===== config.mk =====
export PLATFORM = sky130hd
export DESIGN_NAME = dijkstra_min_tracker
export DESIGN_NICKNAME = d
export VERILOG_FILES = /design/src/rtl/dijkstra_min_tracker.sv
export SDC_FILE = /design/constraint.sdc
export NUM_CORES = 1
export LEC_CHECK = 0
export BUFFER_PORTS_ARGS = -buffer_cell sky130_fd_sc_hd__buf_2
export CAP_MARGIN = 20
export CORE_MARGIN = 1.5
export CORE_UTILIZATION = 43
export CTS_BUF_LIST = sky130_fd_sc_hd__clkbuf_8
export DETAILED_ROUTE_END_ITERATION = 10
export SLEW_MARGIN = 15
export SYNTH_ARGS = -nofsm -noshare
export SYNTH_HDL_FRONTEND = slang
export SYNTH_SLANG_ARGS = --single-unit

===== constraint.sdc =====
create_clock -name clk -period 7.7 [get_ports clk]
set_clock_uncertainty 0.15 [all_clocks]
set_input_delay 1.155 -clock clk [delete_from_list [all_inputs] [get_ports clk]]
set_output_delay 1.155 -clock clk [all_outputs]
set_load 0.02 [all_outputs]

===== src/rtl/dijkstra_min_tracker.sv =====
// dijkstra_min_tracker: running argmin over pushed float distances; DIJKSTRA_MIN_TIE_LOW_IDX_EN picks the lowest index on equal distances
module dijkstra_min_tracker #(
  parameter int IDX_W = 32
) (
  input  logic        clk,
  input  logic        reset,
  input  logic        clk_en,
  input  logic        start,
  input  logic [1:0]  n,
  input  logic [31:0] dataa,
  input  logic [31:0] datab,
  output logic        done,
  output logic [31:0] result
);
  typedef enum logic [1:0] {IDLE, CMP, DONE} state_t;
  localparam logic [1:0] OP_CLEAR = 2'd0, OP_PUSH = 2'd1, OP_IDX = 2'd2, OP_DIST = 2'd3;
  localparam logic [31:0] POS_INF = 32'h7F80_0000;
  state_t st, st_nx;
  logic [1:0] op;
  logic [IDX_W-1:0] idx, min_idx;
  logic [31:0] cand, min_dist, res_nx;
  logic [15:0] push_cnt;
  logic have_min, vld, acc, cand_ok, better, take;
  always_ff @(posedge clk or posedge reset)
    if (reset) st <= IDLE;
    else if (clk_en) st <= st_nx;
  always_comb begin
    st_nx = IDLE;
    if (st == IDLE) st_nx = start ? CMP : IDLE;
    else if (st == CMP) st_nx = DONE;
  end
  // exponent 0xFF covers both NaN and +inf once the sign is known clear
  assign cand_ok = !cand[31] && cand[30:23] != 8'hFF;
`ifdef DIJKSTRA_MIN_TIE_LOW_IDX_EN
  assign better = cand[30:0] < min_dist[30:0] || (cand[30:0] == min_dist[30:0] && idx < min_idx);
`else
  assign better = cand[30:0] < min_dist[30:0];
`endif
  assign take = cand_ok && (!have_min || better);
  always_comb
    res_nx = op == OP_PUSH ? {31'd0, acc} :
             op == OP_IDX  ? (have_min ? 32'(min_idx) : 32'hFFFF_FFFF) :
             op == OP_DIST ? min_dist : 32'd0;
  always_ff @(posedge clk or posedge reset)
    if (reset) begin
      done     <= 1'b0;
      result   <= 32'd0;
      op       <= OP_CLEAR;
      idx      <= '0;
      cand     <= 32'd0;
      vld      <= 1'b0;
      acc      <= 1'b0;
      min_dist <= POS_INF;
      min_idx  <= '1;
      have_min <= 1'b0;
      push_cnt <= 16'd0;
    end else if (clk_en) begin
      if (st == IDLE) begin
        done   <= 1'b0;
        result <= 32'd0;
        if (start) begin
          op   <= n;
          idx  <= dataa[IDX_W-1:0];
          cand <= datab;
        end
      end else if (st == CMP) begin
        vld <= op == OP_PUSH && cand_ok;
        acc <= op == OP_PUSH && take;
      end else begin
        done   <= 1'b1;
        result <= res_nx;
        if (op == OP_CLEAR) begin
          min_dist <= POS_INF;
          min_idx  <= '1;
          have_min <= 1'b0;
          push_cnt <= 16'd0;
        end else begin
          if (vld && push_cnt != 16'hFFFF) push_cnt <= push_cnt + 16'd1;
          if (acc) begin
            min_dist <= cand;
            min_idx  <= idx;
            have_min <= 1'b1;
          end
        end
      end
    end
endmodule


==> results of run 1 <==
power groups by stage:
stage	logic, mW	clock network [mW]	registers [mW]
detailed placement	0.924	0	1.48
global placement	0.877	0	1.48
floorplan	0.665	0	1.44
CTS	0.927	0.728	1.47
global route	1.04	0.765	1.51
finish	0.918	0.711	1.47
sequential cells by signal (all words and copies together) (netlist names):
register	flops
acc	1
cand	32
st	2
idx	32
have_min	1
min_dist	32
min_idx	32
op	2
done	1
result	32
path summary, 6_finish.rpt:
check	slack [ps]	to	startpoint	cells after the start
worst max-delay path	5160	have_min	op[0]	8
worst min-delay path	340	min_idx[0]	idx[0]	1
worst max register to register	5160	have_min	op[0]	8
worst min register to register	340	min_idx[0]	idx[0]	1
max in group asynchronous	5270	cand[27]	reset	3
min in group asynchronous	730	idx[17]	reset	2
worst max-delay path: stages (launching register included):
cell and delay [ps]:
sky130_fd_sc_hd__dfrtp_2 350, sky130_fd_sc_hd__buf_4 520, sky130_fd_sc_hd__nor2_4 100, sky130_fd_sc_hd__nor2_1 160, sky130_fd_sc_hd__nor2_2 40, sky130_fd_sc_hd__buf_4 250, sky130_fd_sc_hd__o21ai_2 220, sky130_fd_sc_hd__buf_4 410
sky130_fd_sc_hd__o21ai_0 150
Yosys cell counts (all sizes together), types with 2 or more instances:
master / number
dfrtp: 127
mux2: 66
nand2: 42
dfstp: 40
inv: 37
o22a: 32
a32o: 30
ha: 30
or3: 30
a22o: 25
buf: 21
clkbuf: 15
a21oi: 12
o21ai: 11
nor2: 10
a2bb2oi: 8
nand4: 6
a21o: 3
nand3: 3
a221oi: 2
cells by family after synthesis:
family | after synthesis
simple gates | 99
flops | 167
compound gates | 132
fa+ha+maj | 30
buf+inv | 73
mux | 66
area by class of cell:
cell class                      count  area (sq um)
Clock buffer                       18           248
Clock inverter                     14           210
Fill cell                        1480          8130
Inverter                           37           144
Multi-Input combinational cell    327          2760
Sequential cell                   167          4230
Tap cell                          220           275
Timing Repair Buffer              111           578
metal layers:
metal | global-route usage, % | part of all wire [%] | vias to the layer above
met5 | 0 | 0 | -
met3 | 4.26 | 4.3 | 19
met2 | 30.1 | 46 | 118
li1 | - | - | 2282
met1 | 27.5 | 48 | 2437
met4 | 6.94 | 1.6 | 0
metrics by stage:
step	std cells	instance area [sq um]
6_report	894	8450
5_1_grt	894	8450
4_1_cts	894	8450
3_5_place_dp	862	7990
3_3_place_gp	862	7990
2_1_floorplan	567	7310
==> Implementation_results.wiki, run 1 <==
{| class="wikitable"
! Metric !! Value
|-
| Core outline area || 0.0166 sq mm
|-
| Max frequency || 0.394 GHz
|-
| Final worst path period share || 33.0%
|-
| TritonCTS clock tree || done
|-
| Syn Inst Count || 567
|-
| Compound-cell area share of the yosys netlist || 15.0%
|-
| CTS H-tree lvls || 4
|-
| Highest fanout seen on the critical path || 69
|-
| Number of antenna violations at the first check in global routing || 0
|-
| Proportion of layout cells with a drive suffix above 1 || 34.3%
|-
| Number of design-rule violations left by the first detailed-router iteration || 264
|-
| Count of endpoints failing hold in the final timing report || 0
|-
| Netlist Area Pre-Place || 0.00731 sq mm
|-
| Cell at the root of the clock tree || sky130_fd_sc_hd__clkbuf_8
|-
| Placement row count || 47
|-
| GP Congestion || 0.838
|-
| Library cell with the largest summed area after synthesis || sky130_fd_sc_hd__dfrtp_1
|-
| NumNets Final || 761
|-
| Type of element capturing the critical path || flip-flop
|-
| Share of the synthesized area in the top cell type || 43.5%
|-
| Max-cap violations || 0
|-
| Aggregate global routing overflow || 0
|-
| Final setup violation count || 0
|-
| Reported net switching power || 1.04 mW
|-
| Antenna cells || 0
|-
| Count of unresolved DRC violations after routing || 0
|-
| Net count of the mapped netlist || 667
|-
| Top cells by area, synth || sky130_fd_sc_hd__dfrtp_1 (43%), sky130_fd_sc_hd__dfstp_2 (14%), sky130_fd_sc_hd__mux2_2 (5.7%)
|-
| Sequential Power Share || 47.4%
|-
| Routed via count || 4856
|-
| Reg clk slew, reported paths || 90 ps
|-
| Fraction of registers with async set/reset || 100%
|-
| Count of state elements after synthesis || 167
|-
| Utilization of the core after routing || 51.0%
|-
| Clock Latency Late Sink || 460 ps
|-
| Maximum vdd ir drop || 0.000162 V
|-
| Post-CTS setup buffer count || 0
|-
| DRT antenna net count || 0
|-
| Clock buffers created by TritonCTS || 17
|-
| Normalized max-slew margin || 41.3%
|-
| Largest family of logic cells by synthesized area || compound AO/OA/AOI/OAI gates
|-
| Relative contribution of the clock network to total power || 23.0%
|-
| Flip-flop cell with the highest count after synthesis || sky130_fd_sc_hd__dfrtp_1
|-
| Via-to-Cell Ratio || 5.43
|-
| Ports || 103
|-
| Total iterations of the first detailed-routing run || 5
|-
| Pre-CTS setup slack || 4680 ps
|-
| Proportion of synthesized area in mux cells || 10.2%
|-
| Via count of the first global-routing pass || 5049
|-
| Wirelength per Cell || 18.1 um
|-
| Final Total Pwr || 3.09 mW
|-
| Max clock buf depth || 2
|-
| Min Clock Period, post-route || 2540 ps
|-
| Standby leakage power || 3.88 nW
|-
| Post-synthesis share of cell area spent on xor and xnor gates || 0%
|-
| Portion of total power attributed to combinational logic || 29.7%
|-
| Cell internal power dissipation || 2.06 mW
|-
| Post-synth EDFFs || 0
|-
| Power per unit of standard cell area || 366 mW/mm^2
|-
| Required time of the worst setup path || 7850 ps
|-
| Global-route wire length before repair || 27.2 mm
|-
| Basic-gate share of the synthesized area counting and, or, nand and nor cells || 7.32%
|-
| Critical Path Source Type || flip-flop
|-
| Post-synthesis area per instance || 12.9 sq um
|-
| Post-route worst hold slack || 342 ps
|-
| Share of the yosys chip area belonging to registers || 57.8%
|-
| Dpl hpwl || 11.5 mm
|-
| Net switching share of the total power || 33.5%
|-
| Pin count of the biggest net entering global routing || 102
|-
| Commonest non-fill, non-tap cell in the layout || sky130_fd_sc_hd__dfrtp_1
|-
| Die H || 133 um
|-
| Initial Util || 44.1%
|-
| Final-layout setup total negative slack || 0 ps
|-
| Count of unique library cells instantiated by Yosys || 45
|-
| Warning count from the yosys run || 0
|-
| Most frequent cells in the layout || sky130_fd_sc_hd__dfrtp_1 (126), sky130_fd_sc_hd__buf_2 (102), sky130_fd_sc_hd__nand2_1 (42)
|-
| Count of pins over their slew limit || 0
|-
| Unrepaired setup endpoints after global routing || no
|-
| Area share of fa/ha/maj cells after synthesis || 5.13%
|-
| Number of input and output port buffers inserted || 102
|-
| Clock sink count || 167
|-
| Min-Delay Path Class || flip-flop to flip-flop
|-
| Layout overhead on the synthesized area || 15.6%
|-
| Full die area || 0.0178 sq mm
|-
| Outcome || completed
|-
| Arrival time of the worst setup path || 2690 ps
|-
| Hold-fix buffers at CTS || 0
|-
| Number of resized instances in the post-cts repair step || 0
|-
| Transition time at the pin with the least slew margin || 881 ps
|-
| Setup CP Type || flip-flop to flip-flop
|-
| Wire length reported by the detailed router || 16.2 mm
|-
| Global-route total usage across every layer || 19.6%
|-
| Chip Width || 133 um
|-
| Worst setup margin || 5160 ps
|}
Note: power is estimated with default switching activity, not from simulation.
==> inputs of run 2 (changes only) <==
==> constraint.sdc (replaced) <==
create_clock -name clk -period 2.45 [get_ports clk]
set_clock_uncertainty 0.15 [all_clocks]
set_input_delay 0.3675 -clock clk [delete_from_list [all_inputs] [get_ports clk]]
set_output_delay 0.3675 -clock clk [all_outputs]
set_load 0.02 [all_outputs]
==> Implementation_results.wiki, run 2 (synthesis results as in run 1) <==
{| class="wikitable"
! Metric !! Value
|-
| Clock sink count || 167
|-
| Clock buffers created by TritonCTS || 17
|-
| Number of design-rule violations left by the first detailed-router iteration || 282
|-
| Layout overhead on the synthesized area || 25.6%
|-
| Critical Path Source Type || flip-flop
|-
| TritonCTS clock tree || done
|-
| Max-cap violations || 0
|-
| Worst setup margin || 424 ps
|-
| Die H || 133 um
|-
| Utilization of the core after routing || 55.4%
|-
| Most frequent cells in the layout || sky130_fd_sc_hd__dfrtp_1 (126), sky130_fd_sc_hd__buf_2 (102), sky130_fd_sc_hd__dlygate4sd3_1 (67)
|-
| Transition time at the pin with the least slew margin || 640 ps
|-
| Ports || 103
|-
| Chip Width || 133 um
|-
| Pin count of the biggest net entering global routing || 54
|-
| Pre-CTS setup slack || 433 ps
|-
| Core outline area || 0.0166 sq mm
|-
| Normalized max-slew margin || 57.2%
|-
| Min Clock Period, post-route || 2030 ps
|-
| Wire length reported by the detailed router || 17.0 mm
|-
| Global-route wire length before repair || 28.2 mm
|-
| Cell area after placement || 0.00811 sq mm
|-
| Type of element capturing the critical path || flip-flop
|-
| Post-CTS setup buffer count || 0
|-
| Required time of the worst setup path || 2640 ps
|-
| DRT antenna net count || 0
|-
| Via-to-Cell Ratio || 5.31
|-
| Number of antenna violations at the first check in global routing || 0
|-
| Antenna cells || 0
|-
| Commonest non-fill, non-tap cell in the layout || sky130_fd_sc_hd__dfrtp_1
|-
| Global-route total usage across every layer || 20.2%
|-
| Cell depth of the worst min-delay path || 3
|-
| Count of endpoints failing hold in the final timing report || 0
|-
| Number of cells on the worst reg-to-reg path || 6
|-
| Total iterations of the first detailed-routing run || 5
|-
| Number of fillers in the final layout || 1425
|-
| Clock Latency Late Sink || 460 ps
|-
| Max frequency || 0.494 GHz
|-
| Outcome || completed
|-
| Standby leakage power || 4.18 nW
|-
| Hold-fix buffers at CTS || 66
|-
| Number of resized instances in the post-cts repair step || 0
|-
| Final worst path period share || 82.7%
|-
| Power per unit of standard cell area || 1050 mW/mm^2
|-
| GP Congestion || 0.805
|-
| Proportion of layout cells with a drive suffix above 1 || 31.6%
|-
| Placement row count || 47
|-
| Wirelength per Cell || 17.6 um
|-
| CTS H-tree lvls || 4
|-
| Via count of the first global-routing pass || 5396
|-
| Number of input and output port buffers inserted || 102
|-
| Final setup violation count || 0
|-
| Initial Util || 44.1%
|-
| Final Total Pwr || 9.63 mW
|-
| Cell at the root of the clock tree || sky130_fd_sc_hd__clkbuf_8
|-
| Routed via count || 5142
|-
| Setup CP Type || flip-flop to flip-flop
|-
| Unrepaired setup endpoints after global routing || no
|-
| Aggregate global routing overflow || 0
|-
| Count of unresolved DRC violations after routing || 0
|-
| Highest fanout seen on the critical path || 3
|-
| Reg clk slew, reported paths || 90 ps
|-
| Maximum vdd ir drop || 0.000434 V
|-
| Full die area || 0.0178 sq mm
|-
| Summed area of non-filler cells in the final layout || 0.00919 sq mm
|-
| Max clock buf depth || 2
|-
| Min-Delay Path Class || primary input to flip-flop
|-
| NumNets Final || 835
|-
| Arrival time of the worst setup path || 2210 ps
|-
| Count of pins over their slew limit || 0
|-
| Dpl hpwl || 11.9 mm
|}
-- run 2: cell types whose count changed in the layout (fill, tap and decap cells not counted), sizes merged --
cell	change
bufinv	-1
inv	-5
clkinvlp	+5
buf	+7
clkinv	+1
dlygate4sd3	+67
-- run 2: worst max-delay path, stage by stage, from the launching register on --
cell and delay (ps):
sky130_fd_sc_hd__dfrtp_1 400, sky130_fd_sc_hd__ha_1 320, sky130_fd_sc_hd__nand4_1 140, sky130_fd_sc_hd__nor2_1 150
sky130_fd_sc_hd__or4b_1 450, sky130_fd_sc_hd__o2111ai_1 190, sky130_fd_sc_hd__nand3_1 90
-- run 2: layout make-up --
cell class / instances / area [sq um] / area share, %
sequential: 167 / 4230 / 46.1
multi-input combinational: 327 / 2760 / 30.1
timing repair buffer: 185 / 1360 / 14.8
tap: 220 / 275 / 3.00
clock buffer: 18 / 248 / 2.70
clock inverter: 14 / 161 / 1.76
inverter: 37 / 143 / 1.55
-- run 2: metal layers --
layer,wire length [um],vias up,track usage [%]
li1,-,2420,-
met2,7890,125,31.1
met1,8160,2578,28.6
met4,242,0,5.92
met5,0,-,0
met3,749,19,4.98
-- run 2: power breakdown --
group,internal [mW],switching [mW]
clock network,1.02,1.01
logic,1.47,1.54
registers,3.94,0.656
-- run 2: path summary, 6_finish.rpt --
check / start / endpoint / slack (ps)
max: cand[21] / acc / 420
min: clk_en / st[1] / 130
max reg2reg: cand[21] / acc / 420
min reg2reg: result[6] / result[6] / 340
max in group asynchronous: reset / idx[24] / 1080
min in group asynchronous: reset / idx[16] / 380
-- run 2: stage by stage --
stage / TNS, ps / cells / hold WS (ps)
after floorplan: -20520 / 567 / 304
after global placement: 0 / 869 / 319
after detailed placement: 0 / 869 / 322
after CTS: 0 / 967 / 2.55
after global routing: 0 / 968 / 141
final: 0 / 968 / 128
==> inputs of run 3 (changes only) <==
--- a/config.mk
+++ b/config.mk
@@ -11,6 +11,7 @@
 export CORE_UTILIZATION = 43
 export CTS_BUF_LIST = sky130_fd_sc_hd__clkbuf_8
 export DETAILED_ROUTE_END_ITERATION = 10
+export PLACE_DENSITY = 0.65
 export SLEW_MARGIN = 15
 export SYNTH_ARGS = -nofsm -noshare
 export SYNTH_HDL_FRONTEND = slang
==> constraint.sdc (replaced) <==
create_clock -name clk -period 1.65 [get_ports clk]
set_clock_uncertainty 0.15 [all_clocks]
set_input_delay 0.2475 -clock clk [delete_from_list [all_inputs] [get_ports clk]]
set_output_delay 0.2475 -clock clk [all_outputs]
set_load 0.02 [all_outputs]
==> Implementation_results.wiki, run 3 (synthesis results as in run 1) <==
{| class="wikitable"
! Metric !! Value
|-
| Setup CP Type || flip-flop to flip-flop
|-
| Standby leakage power || 5.09 nW
|-
| Final-layout setup total negative slack || -8020 ps
|-
| Number of antenna violations at the first check in global routing || 0
|-
| Aggregate global routing overflow || 0
|-
| Most Used Layer, Global Route || met2
|-
| Worst hold path startpoint || clk_en
|-
| Final Total Pwr || 16.4 mW
|-
| Global-route total usage across every layer || 23.0%
|-
| Count of endpoints failing hold in the final timing report || 0
|-
| Origin of the critical flop-to-flop path || cand[19]
|-
| GP Congestion || 0.813
|-
| Total iterations of the first detailed-routing run || 4
|-
| Initial Util || 44.1%
|-
| Chip Width || 133 um
|-
| Count of unresolved DRC violations after routing || 0
|-
| Proportion of layout cells with a drive suffix above 1 || 46.1%
|-
| CTS H-tree lvls || 4
|-
| Pin count of the biggest net entering global routing || 97
|-
| Violations in the final reports || negative setup slack
|-
| TritonCTS clock tree || done
|-
| Antenna cells || 0
|-
| Worst setup margin || -401 ps
|-
| Min-Delay Path Class || primary input to flip-flop
|-
| Layout overhead on the synthesized area || 47.3%
|-
| Wirelength per Cell || 19.6 um
|-
| Dpl hpwl || 12.3 mm
|-
| Unrepaired setup endpoints after global routing || yes
|-
| Critical Path Source || cand[19]
|-
| Non-filler instance count after layout || 1079
|-
| Via count of the first global-routing pass || 5872
|-
| Final setup violation count || 98
|-
| Max-cap violations || 0
|-
| DRT antenna net count || 0
|-
| Via-to-Cell Ratio || 5.33
|-
| Clock sink count || 167
|-
| Reg clk slew, reported paths || 90 ps
|-
| Ports || 103
|-
| Number of design-rule violations left by the first detailed-router iteration || 364
|-
| Type of element capturing the critical path || flip-flop
|-
| Grt met2 use || 36.6%
|-
| Most frequent cells in the layout || sky130_fd_sc_hd__dfrtp_1 (125), sky130_fd_sc_hd__buf_2 (102), sky130_fd_sc_hd__buf_4 (88)
|-
| Cell area after placement || 0.00871 sq mm
|-
| Met3 usage || 5.44%
|-
| Full die area || 0.0178 sq mm
|-
| Routed via count || 5749
|-
| Final worst path period share || 124%
|-
| Count of pins over their slew limit || 0
|-
| Normalized max-slew margin || 65.3%
|-
| Maximum vdd ir drop || 0.000772 V
|-
| Core outline area || 0.0166 sq mm
|-
| Global-route met1 utilization || 31.4%
|-
| Required time of the worst setup path || 1850 ps
|-
| NumNets Final || 947
|-
| Utilization of the core after routing || 64.9%
|-
| Post-route worst hold slack || 66.8 ps
|-
| Clock buffers created by TritonCTS || 17
|-
| Placement row count || 47
|-
| Outcome || finished, violations left
|-
| Die H || 133 um
|-
| Transition time at the pin with the least slew margin || 520 ps
|-
| Max frequency || 0.488 GHz
|-
| Critical Path Source Type || flip-flop
|-
| Number of fillers in the final layout || 1220
|-
| Pre-CTS setup slack || -383 ps
|-
| Commonest non-fill, non-tap cell in the layout || sky130_fd_sc_hd__dfrtp_1
|-
| Number of input and output port buffers inserted || 102
|-
| Placed instance count || 942
|-
| Max clock buf depth || 2
|-
| Wire length reported by the detailed router || 21.1 mm
|-
| Global-route wire length before repair || 31.6 mm
|-
| Clock Latency Late Sink || 470 ps
|-
| Arrival time of the worst setup path || 2260 ps
|-
| Highest fanout seen on the critical path || 2
|-
| Power per unit of standard cell area || 1520 mW/mm^2
|-
| Cell at the root of the clock tree || sky130_fd_sc_hd__clkbuf_8
|-
| Min Clock Period, post-route || 2050 ps
|-
| Summed area of non-filler cells in the final layout || 0.0108 sq mm
|}
[run 3: cell types whose count changed in the layout (fill, tap and decap cells not counted), sizes merged]
cell      change
bufinv        -2
clkinv        +2
clkinvlp      -4
inv           +3
clkbuf        +4
buf         +108
[run 3: cell type report]
type	instances	area, sq um	share of cell area, %
clock inverter	13	113	1.05
timing repair buffer	297	2620	24.3
tap	220	275	2.56
multi-input combinational	327	3140	29.2
clock buffer	18	248	2.30
inverter	37	143	1.32
sequential	167	4230	39.3
[run 3: where the power goes]
group          total (mW)  internal, mW  switching, mW
combinational        6.85          3.86           2.99
sequential           6.80          5.85          0.955
clock                2.75          1.22           1.53
[run 3: timing repair]
action / 4_1_cts / 5_1_grt
endpoints found under the setup margin: 130 / 135
hold buffers: 67 / 0
endpoints found under the hold margin: 193 / 0
cloned: 8 / 7
gates resized for setup: 88 / 34
pin swaps: 3 / 26
buffers inserted: 18 / 13
[run 3: path summary, 6_finish.rpt]
check	to	slack [ps]	cells after the start
worst min register to register	result[27]	350	1
worst max register to register	acc	-400	6
worst min-delay path	st[0]	70	4
min in group asynchronous	idx[12]	300	4
max in group asynchronous	min_dist[27]	580	4
worst max-delay path	acc	-400	6
[run 3: layer usage]
layer  part of all wire [%]  wire [um]
met5                      0          0
met1                     45       9440
met2                     48      10200
met3                    5.1       1070
met4                    1.7        358
[run 3: worst max-delay path, stage by stage, from the launching register on]
cell and delay (ps):
sky130_fd_sc_hd__dfrtp_1 410, sky130_fd_sc_hd__ha_1 310, sky130_fd_sc_hd__nand4_1 150, sky130_fd_sc_hd__nor2_1 180, sky130_fd_sc_hd__or4b_4 480, sky130_fd_sc_hd__o2111ai_2 180, sky130_fd_sc_hd__nand3_1 90
